<file path="src/rtl/imem_load_arbiter_if.sv">
// Bundle of fetch, loader and instruction-memory signals around imem_load_arbiter.
// The master side is the arbiter; the slave side is the CPU, loader and memory.
interface imem_load_arbiter_if #(
  parameter int ADDR_W = 8
);
  // fetch side
  logic [31:0]       pc;
  logic [31:0]       instr_out;
  logic              cpu_hold;
  logic              cpu_restart;
  // loader side
  logic              ld_start;
  logic              ld_end;
  logic              ld_valid;
  logic [7:0]        ld_byte;
  logic              ld_ready;
  logic [ADDR_W:0]   words_loaded;
  logic              ld_err;
  // memory side
  logic [ADDR_W-1:0] im_addr;
  logic              im_we;
  logic [31:0]       im_wdata;
  logic [31:0]       im_rdata;

  modport master (
    input  pc, ld_start, ld_end, ld_valid, ld_byte, im_rdata,
    output instr_out, cpu_hold, cpu_restart, ld_ready,
           im_addr, im_we, im_wdata, words_loaded, ld_err
  );

  modport slave (
    output pc, ld_start, ld_end, ld_valid, ld_byte, im_rdata,
    input  instr_out, cpu_hold, cpu_restart, ld_ready,
           im_addr, im_we, im_wdata, words_loaded, ld_err
  );
endinterface

</file>
<file path="src/rtl/imem_load_arbiter.sv">
// Shares the instruction-memory port between combinational fetch and a
// byte-serial program loader that writes big-endian words from address 0.
module imem_load_arbiter #(
  parameter int          ADDR_W   = 8,
  parameter logic [31:0] NOP_WORD = 32'h0000_0000
) (
  input  logic                  clk,
  input  logic                  reset,
  imem_load_arbiter_if.master   bus
);

  typedef enum logic [1:0] {
    RUN   = 2'd0,
    LOAD  = 2'd1,
    FLUSH = 2'd2
  } state_t;

  localparam logic [ADDR_W-1:0] LAST_ADDR = {ADDR_W{1'b1}};
  localparam logic [ADDR_W-1:0] PTR_ONE   = {{(ADDR_W-1){1'b0}}, 1'b1};
  localparam logic [ADDR_W:0]   WL_ONE    = {{ADDR_W{1'b0}}, 1'b1};

  state_t            state_r;
  state_t            state_nxt_s;
  logic [1:0]        byte_cnt_r;
  logic [23:0]       shift_r;
  logic [ADDR_W-1:0] wr_ptr_r;
  logic [ADDR_W:0]   words_loaded_r;
  logic              ld_err_r;

  logic              accept_s;
  logic              word_done_s;
  logic              last_word_s;
  logic [1:0]        bytes_after_s;

  // A byte is taken only in LOAD, and never alongside a load restart.
  assign accept_s      = (state_r == LOAD) && bus.ld_valid && !bus.ld_start;
  assign word_done_s   = accept_s && (byte_cnt_r == 2'd3);
  assign last_word_s   = (wr_ptr_r == LAST_ADDR);
  assign bytes_after_s = accept_s ? (byte_cnt_r + 2'd1) : byte_cnt_r;

  // Next-state decode.
  always_comb begin
    state_nxt_s = state_r;
    case (state_r)
      RUN: begin
        if (bus.ld_start) begin
          state_nxt_s = LOAD;
        end else begin
          state_nxt_s = RUN;
        end
      end
      LOAD: begin
        if (bus.ld_start) begin
          state_nxt_s = LOAD;
        end else if (word_done_s && last_word_s) begin
          state_nxt_s = FLUSH;
        end else if (bus.ld_end) begin
          state_nxt_s = FLUSH;
        end else begin
          state_nxt_s = LOAD;
        end
      end
      FLUSH: begin
        state_nxt_s = RUN;
      end
      default: begin
        state_nxt_s = RUN;
      end
    endcase
  end

  // Port ownership and handshake outputs; fetch sees memory only in RUN.
  always_comb begin
    bus.instr_out    = bus.im_rdata;
    bus.cpu_hold     = 1'b0;
    bus.cpu_restart  = 1'b0;
    bus.ld_ready     = 1'b0;
    bus.im_addr      = bus.pc[ADDR_W+1:2];
    bus.im_we        = 1'b0;
    bus.im_wdata     = {shift_r, bus.ld_byte};
    bus.words_loaded = words_loaded_r;
    bus.ld_err       = ld_err_r;
    case (state_r)
      RUN: begin
        bus.instr_out = bus.im_rdata;
        bus.im_addr   = bus.pc[ADDR_W+1:2];
      end
      LOAD: begin
        bus.instr_out = NOP_WORD;
        bus.cpu_hold  = 1'b1;
        bus.ld_ready  = 1'b1;
        bus.im_addr   = wr_ptr_r;
        bus.im_we     = word_done_s;
      end
      FLUSH: begin
        bus.instr_out   = NOP_WORD;
        bus.cpu_hold    = 1'b1;
        bus.cpu_restart = 1'b1;
        bus.im_addr     = wr_ptr_r;
      end
      default: begin
        bus.instr_out = NOP_WORD;
        bus.cpu_hold  = 1'b1;
      end
    endcase
  end

  // State register, byte assembly, write pointer and error bookkeeping.
  always_ff @(posedge clk or negedge reset) begin
    if (!reset) begin
      state_r        <= RUN;
      byte_cnt_r     <= 2'd0;
      shift_r        <= 24'd0;
      wr_ptr_r       <= {ADDR_W{1'b0}};
      words_loaded_r <= {(ADDR_W+1){1'b0}};
      ld_err_r       <= 1'b0;
    end else begin
      state_r <= state_nxt_s;
      case (state_r)
        RUN: begin
          if (bus.ld_start) begin
            byte_cnt_r     <= 2'd0;
            shift_r        <= 24'd0;
            wr_ptr_r       <= {ADDR_W{1'b0}};
            words_loaded_r <= {(ADDR_W+1){1'b0}};
            ld_err_r       <= 1'b0;
          end
        end
        LOAD: begin
          if (bus.ld_start) begin
            byte_cnt_r     <= 2'd0;
            shift_r        <= 24'd0;
            wr_ptr_r       <= {ADDR_W{1'b0}};
            words_loaded_r <= {(ADDR_W+1){1'b0}};
            ld_err_r       <= 1'b0;
          end else begin
            if (word_done_s) begin
              byte_cnt_r     <= 2'd0;
              words_loaded_r <= words_loaded_r + WL_ONE;
              // The pointer parks on the last word so a full load never wraps onto word 0.
              if (!last_word_s) begin
                wr_ptr_r <= wr_ptr_r + PTR_ONE;
              end
            end else if (accept_s) begin
              shift_r    <= {shift_r[15:0], bus.ld_byte};
              byte_cnt_r <= byte_cnt_r + 2'd1;
            end
            if (bus.ld_end && (bytes_after_s != 2'd0)) begin
              byte_cnt_r <= 2'd0;
              ld_err_r   <= 1'b1;
            end
          end
        end
        FLUSH: begin
          if (bus.ld_valid) begin
            ld_err_r <= 1'b1;
          end
        end
        default: begin
          byte_cnt_r <= 2'd0;
        end
      endcase
    end
  end

endmodule

</file>
<file path="src/flat_wrapper.sv">
// flat-port wrapper written by rule: the top's interface ports become plain ports
module imem_load_arbiter_flat 
#(
  parameter int          ADDR_W   = 8,
  parameter logic [31:0] NOP_WORD = 32'h0000_0000
)
  (clk, reset, bus_pc, bus_ld_start, bus_ld_end, bus_ld_valid, bus_ld_byte, bus_im_rdata, bus_instr_out, bus_cpu_hold, bus_cpu_restart, bus_ld_ready, bus_im_addr, bus_im_we, bus_im_wdata, bus_words_loaded, bus_ld_err);
  imem_load_arbiter_if #(.ADDR_W(ADDR_W)) bus_i ();
  input  logic clk;
  input  logic reset;
  input wire logic [$bits(bus_i.pc)-1:0] bus_pc;
  input wire logic [$bits(bus_i.ld_start)-1:0] bus_ld_start;
  input wire logic [$bits(bus_i.ld_end)-1:0] bus_ld_end;
  input wire logic [$bits(bus_i.ld_valid)-1:0] bus_ld_valid;
  input wire logic [$bits(bus_i.ld_byte)-1:0] bus_ld_byte;
  input wire logic [$bits(bus_i.im_rdata)-1:0] bus_im_rdata;
  output wire logic [$bits(bus_i.instr_out)-1:0] bus_instr_out;
  output wire logic [$bits(bus_i.cpu_hold)-1:0] bus_cpu_hold;
  output wire logic [$bits(bus_i.cpu_restart)-1:0] bus_cpu_restart;
  output wire logic [$bits(bus_i.ld_ready)-1:0] bus_ld_ready;
  output wire logic [$bits(bus_i.im_addr)-1:0] bus_im_addr;
  output wire logic [$bits(bus_i.im_we)-1:0] bus_im_we;
  output wire logic [$bits(bus_i.im_wdata)-1:0] bus_im_wdata;
  output wire logic [$bits(bus_i.words_loaded)-1:0] bus_words_loaded;
  output wire logic [$bits(bus_i.ld_err)-1:0] bus_ld_err;
  assign bus_i.pc = bus_pc;
  assign bus_i.ld_start = bus_ld_start;
  assign bus_i.ld_end = bus_ld_end;
  assign bus_i.ld_valid = bus_ld_valid;
  assign bus_i.ld_byte = bus_ld_byte;
  assign bus_i.im_rdata = bus_im_rdata;
  assign bus_instr_out = bus_i.instr_out;
  assign bus_cpu_hold = bus_i.cpu_hold;
  assign bus_cpu_restart = bus_i.cpu_restart;
  assign bus_ld_ready = bus_i.ld_ready;
  assign bus_im_addr = bus_i.im_addr;
  assign bus_im_we = bus_i.im_we;
  assign bus_im_wdata = bus_i.im_wdata;
  assign bus_words_loaded = bus_i.words_loaded;
  assign bus_ld_err = bus_i.ld_err;
  imem_load_arbiter #(.ADDR_W(ADDR_W), .NOP_WORD(NOP_WORD)) u_core (.clk(clk), .reset(reset), .bus(bus_i));
endmodule
</file>
<file path="config.mk">
export PLATFORM = sky130hd
export DESIGN_NAME = imem_load_arbiter_flat
export DESIGN_NICKNAME = d
export VERILOG_FILES = /design/src/rtl/imem_load_arbiter_if.sv /design/src/rtl/imem_load_arbiter.sv /design/src/flat_wrapper.sv
export SDC_FILE = /design/constraint.sdc
export NUM_CORES = 1
export LEC_CHECK = 0
export CAP_MARGIN = 25
export CORE_UTILIZATION = 42
export CTS_BUF_LIST = sky130_fd_sc_hd__clkbuf_4
export CTS_CLUSTER_DIAMETER = 200
export DETAILED_ROUTE_END_ITERATION = 8
export GPL_TIMING_DRIVEN = 1
export MAX_ROUTING_LAYER = met4
export PLACE_DENSITY = 0.89
export SETUP_SLACK_MARGIN = 0.05
export SLEW_MARGIN = 40
export SYNTH_ARGS = -nofsm -noshare
export SYNTH_HDL_FRONTEND = slang
export SYNTH_SLANG_ARGS = --single-unit
</file>
<file path="constraint.sdc">
create_clock -name clk -period 4.25 [get_ports clk]
set_input_delay 1.0625 -clock clk [delete_from_list [all_inputs] [get_ports clk]]
set_output_delay 1.0625 -clock clk [all_outputs]
set_load 0.02 [all_outputs]
</file>
==> flow_metrics.tcl <==
set metrics [dict create \
    tightestPinTransition_ns 0.772 \
    arrival_ns 2.49 \
    met1_length_um 2850 \
    nets 508 \
    ant_nets 0 \
    dr_wl_met3_um 397 \
    cts_max_level 2 \
    grt_pass1_vias 2399 \
    clkSinkCount 46 \
    slew_violations 0 \
    fin_crit_ns 3.56 \
    dp_hpwl_um 5330 \
    status "complete, no violations" \
    crit_path_max_fanout 6 \
    yosys_warnings 0 \
    antenna_found_initial 0 \
    final_cell_area_um2 4160 \
    slowest_delay_ns 0.62 \
    pin_count 163 \
    gp_congestion 0.821 \
    worstSetupPathType "in -> out" \
    ys_seq_area_frac 0.424 \
    cp-start-kind "input pin" \
    synth_top_area_share 0.424 \
    core_area_um2 6060 \
    gr-total-overflow 0 \
    synth_area_per_cell_um2 8.99 \
    dpl_worst_slack_ns 0.705 \
    yosysMostFrequentCell "nand2_1" \
    place_area_um2 4080 \
    cts_setup_buffers 0 \
    cts_hold_buf 0 \
    ys_async_sr_fraction 1.00 \
    path_buf_inv 2 \
    worst_slack_ns 0.693 \
    synthCells 302 \
    clock_path_buffers 2 \
    ctsRootBufferMaster "clkbuf_4" \
    synth_fp_nets 385 \
    total_leakage_power_nw 1.71 \
    synth_common_cells "59 x nand2_1, 46 x dfrtp_1, 34 x and2_1" \
    min_period_over_period 0.837 \
    cts_made_buffers 5 \
    ir_worst_vdd_mv 0.206 \
    powerDensity_nw_per_um2 331 \
    fp-row-count 28 \
    crit_path_end_kind "primary output" \
    max_freq_mhz 281 \
    clk_latency_ns 0.36 \
    cts.clk_slew.worst_paths_ns 0.13 \
    netlist_area_um2 2710 \
    cpMostUsedCell "clkdlybuf4s50_1" \
    ys.flop_type "dfrtp_1" \
    grt_pass1_wl_um 11000 \
    synth.area.top_cells "dfrtp_1 42%, nand2_1 8.2%, and2_1 7.8%" \
    hold_viol_final 0 \
    cp_top_family "buffers and inverters" \
    wl_um 6980 \
    synth_cell_types 43 \
    finalSetupViolations 0 \
    vias 2554 \
    port-buffer-count 138 \
    antennaDiodeCount 0 \
    grt_max_degree 49 \
    power_w 0.00138 \
    first_iter_violations 134 \
    required_ns 3.19 \
    hp-class "reg -> reg" \
    wl_per_cell_um 13.9 \
    rsz0062_at_grt "false" \
    top_layer "met4" \
    yosysTopAreaCell "dfrtp_1" \
    relSlewSlack 0.485 \
    dr.pass1.iters 4 \
    drc 0 \
    cts_tree "built" \
    postCtsResizedCells 0 \
    start_util 0.448 \
    slowest_stage "clkdlybuf4s50_1" \
    wl_met2_um 3590 \
    skew_ns 0.0124 \
    synth-edff-count 0 \
    dieArea_um2 6790 \
    synth-seq-cells 46 \
    drive_above_1_share 0.0775 \
    fillers 477 \
    grt_usage 0.218 \
    fin_setup_tns_ns 0 \
    die_w_um 82.4 \
    drv_cap 0 \
    crit_chain "clkdlybuf4s50_1 > nand2_1 > nor2_1 > clkdlybuf4s50_1" \
    die_height_um 82.4 \
    area_growth_pct 53.3 \
    hold_slack_ns 0.493 \
    viasPerCell 5.10 \
]
-- cells by family (layout without fill, tap and decap cells) --
kind of cell,Yosys count,count (layout),synth area share
mux,11,11,0.0461
simple gates,138,138,0.275
flops,46,46,0.424
xor+xnor,7,7,0.0226
fa+ha+maj,6,6,0.0277
buf+inv,36,160,0.0705
compound gates,58,58,0.134
-- cell type report --
cell class	instances	area, um2	share of cell area
Inverter	8	30.0	0.00722
Timing Repair Buffer	144	1420	0.342
Clock buffer	5	37.5	0.00902
Multi-Input combinational cell	220	1380	0.332
Tap cell	75	93.8	0.0226
Clock inverter	3	43.8	0.0105
Sequential cell	46	1150	0.277
-- flip-flops by register name (all words and copies together) (netlist names) --
signal,cells
u_core.bus.words_loaded,9
u_core.state_r,2
u_core.byte_cnt_r,2
u_core.shift_r,24
u_core.bus.ld_err,1
u_core.wr_ptr_r,8
-- stage by stage --
stage	cells	utilization
after floorplan	302	-
after global placement	493	0.673
after detailed placement	493	0.673
after CTS	501	0.686
after global routing	501	0.686
final	501	0.686
-- worst min-delay path, delay by kind of cell (launching register included) --
family,cells,cell delay (ns)
AOI/OAI and AO/OA,1,0.06
DFF,1,0.37
and+or+nand+nor,1,0.04
-- report_power, final --
part / total [W] / switching, W / internal (W)
registers: 0.000497 / 0.0000294 / 0.000468
logic: 0.000607 / 0.000320 / 0.000287
clock network: 0.000273 / 0.000148 / 0.000125
-- path summary, 6_finish.rpt --
path	startpoint	end	slack (ns)	depth (start not counted)
setup reg to reg	u_core.state_r[1]$_DFF_PN0_	u_core.bus.ld_err$_DFFE_PN0P_	1.95	6
hold reg to reg	u_core.shift_r[23]$_DFFE_PN0P_	u_core.shift_r[23]$_DFFE_PN0P_	0.49	2
min in group asynchronous	reset	u_core.shift_r[12]$_DFFE_PN0P_	0.68	1
setup / recovery	bus_ld_valid	bus_im_we	0.69	4
max in group asynchronous	reset	u_core.bus.words_loaded[3]$_DFFE_PN0P_	3.17	1
hold / removal	u_core.shift_r[23]$_DFFE_PN0P_	u_core.shift_r[23]$_DFFE_PN0P_	0.49	2
-- layout by cell type (no fill, tap or decap), drive strengths merged, types with 2 or more instances in the layout --
master,Yosys,layout
a31oi,3,3
dfrtp,46,46
mux2i,2,2
mux2,9,9
o21ai,31,31
clkbuf,10,5
a311oi,2,2
a211oi,3,3
buf,18,7
o21a,2,2
nand3,6,6
clkdlybuf4s50,0,137
nor2b,4,4
and2,34,34
nand2b,3,3
ha,6,6
a21oi,3,3
nor3,4,4
nor4,3,3
xnor2,7,7
nand2,59,59
nor2,14,14
a41o,4,4
and4,2,2
nand4,5,5
nor3b,2,2
inv,8,9
o22ai,3,3
-- layer usage --
layer,GRT usage,vias up
met5,-,-
met4,0.0649,0
met3,0.0495,13
met2,0.380,88
met1,0.250,1184
li1,-,1269
No activity file was read; power rests on OpenSTA's default activity.
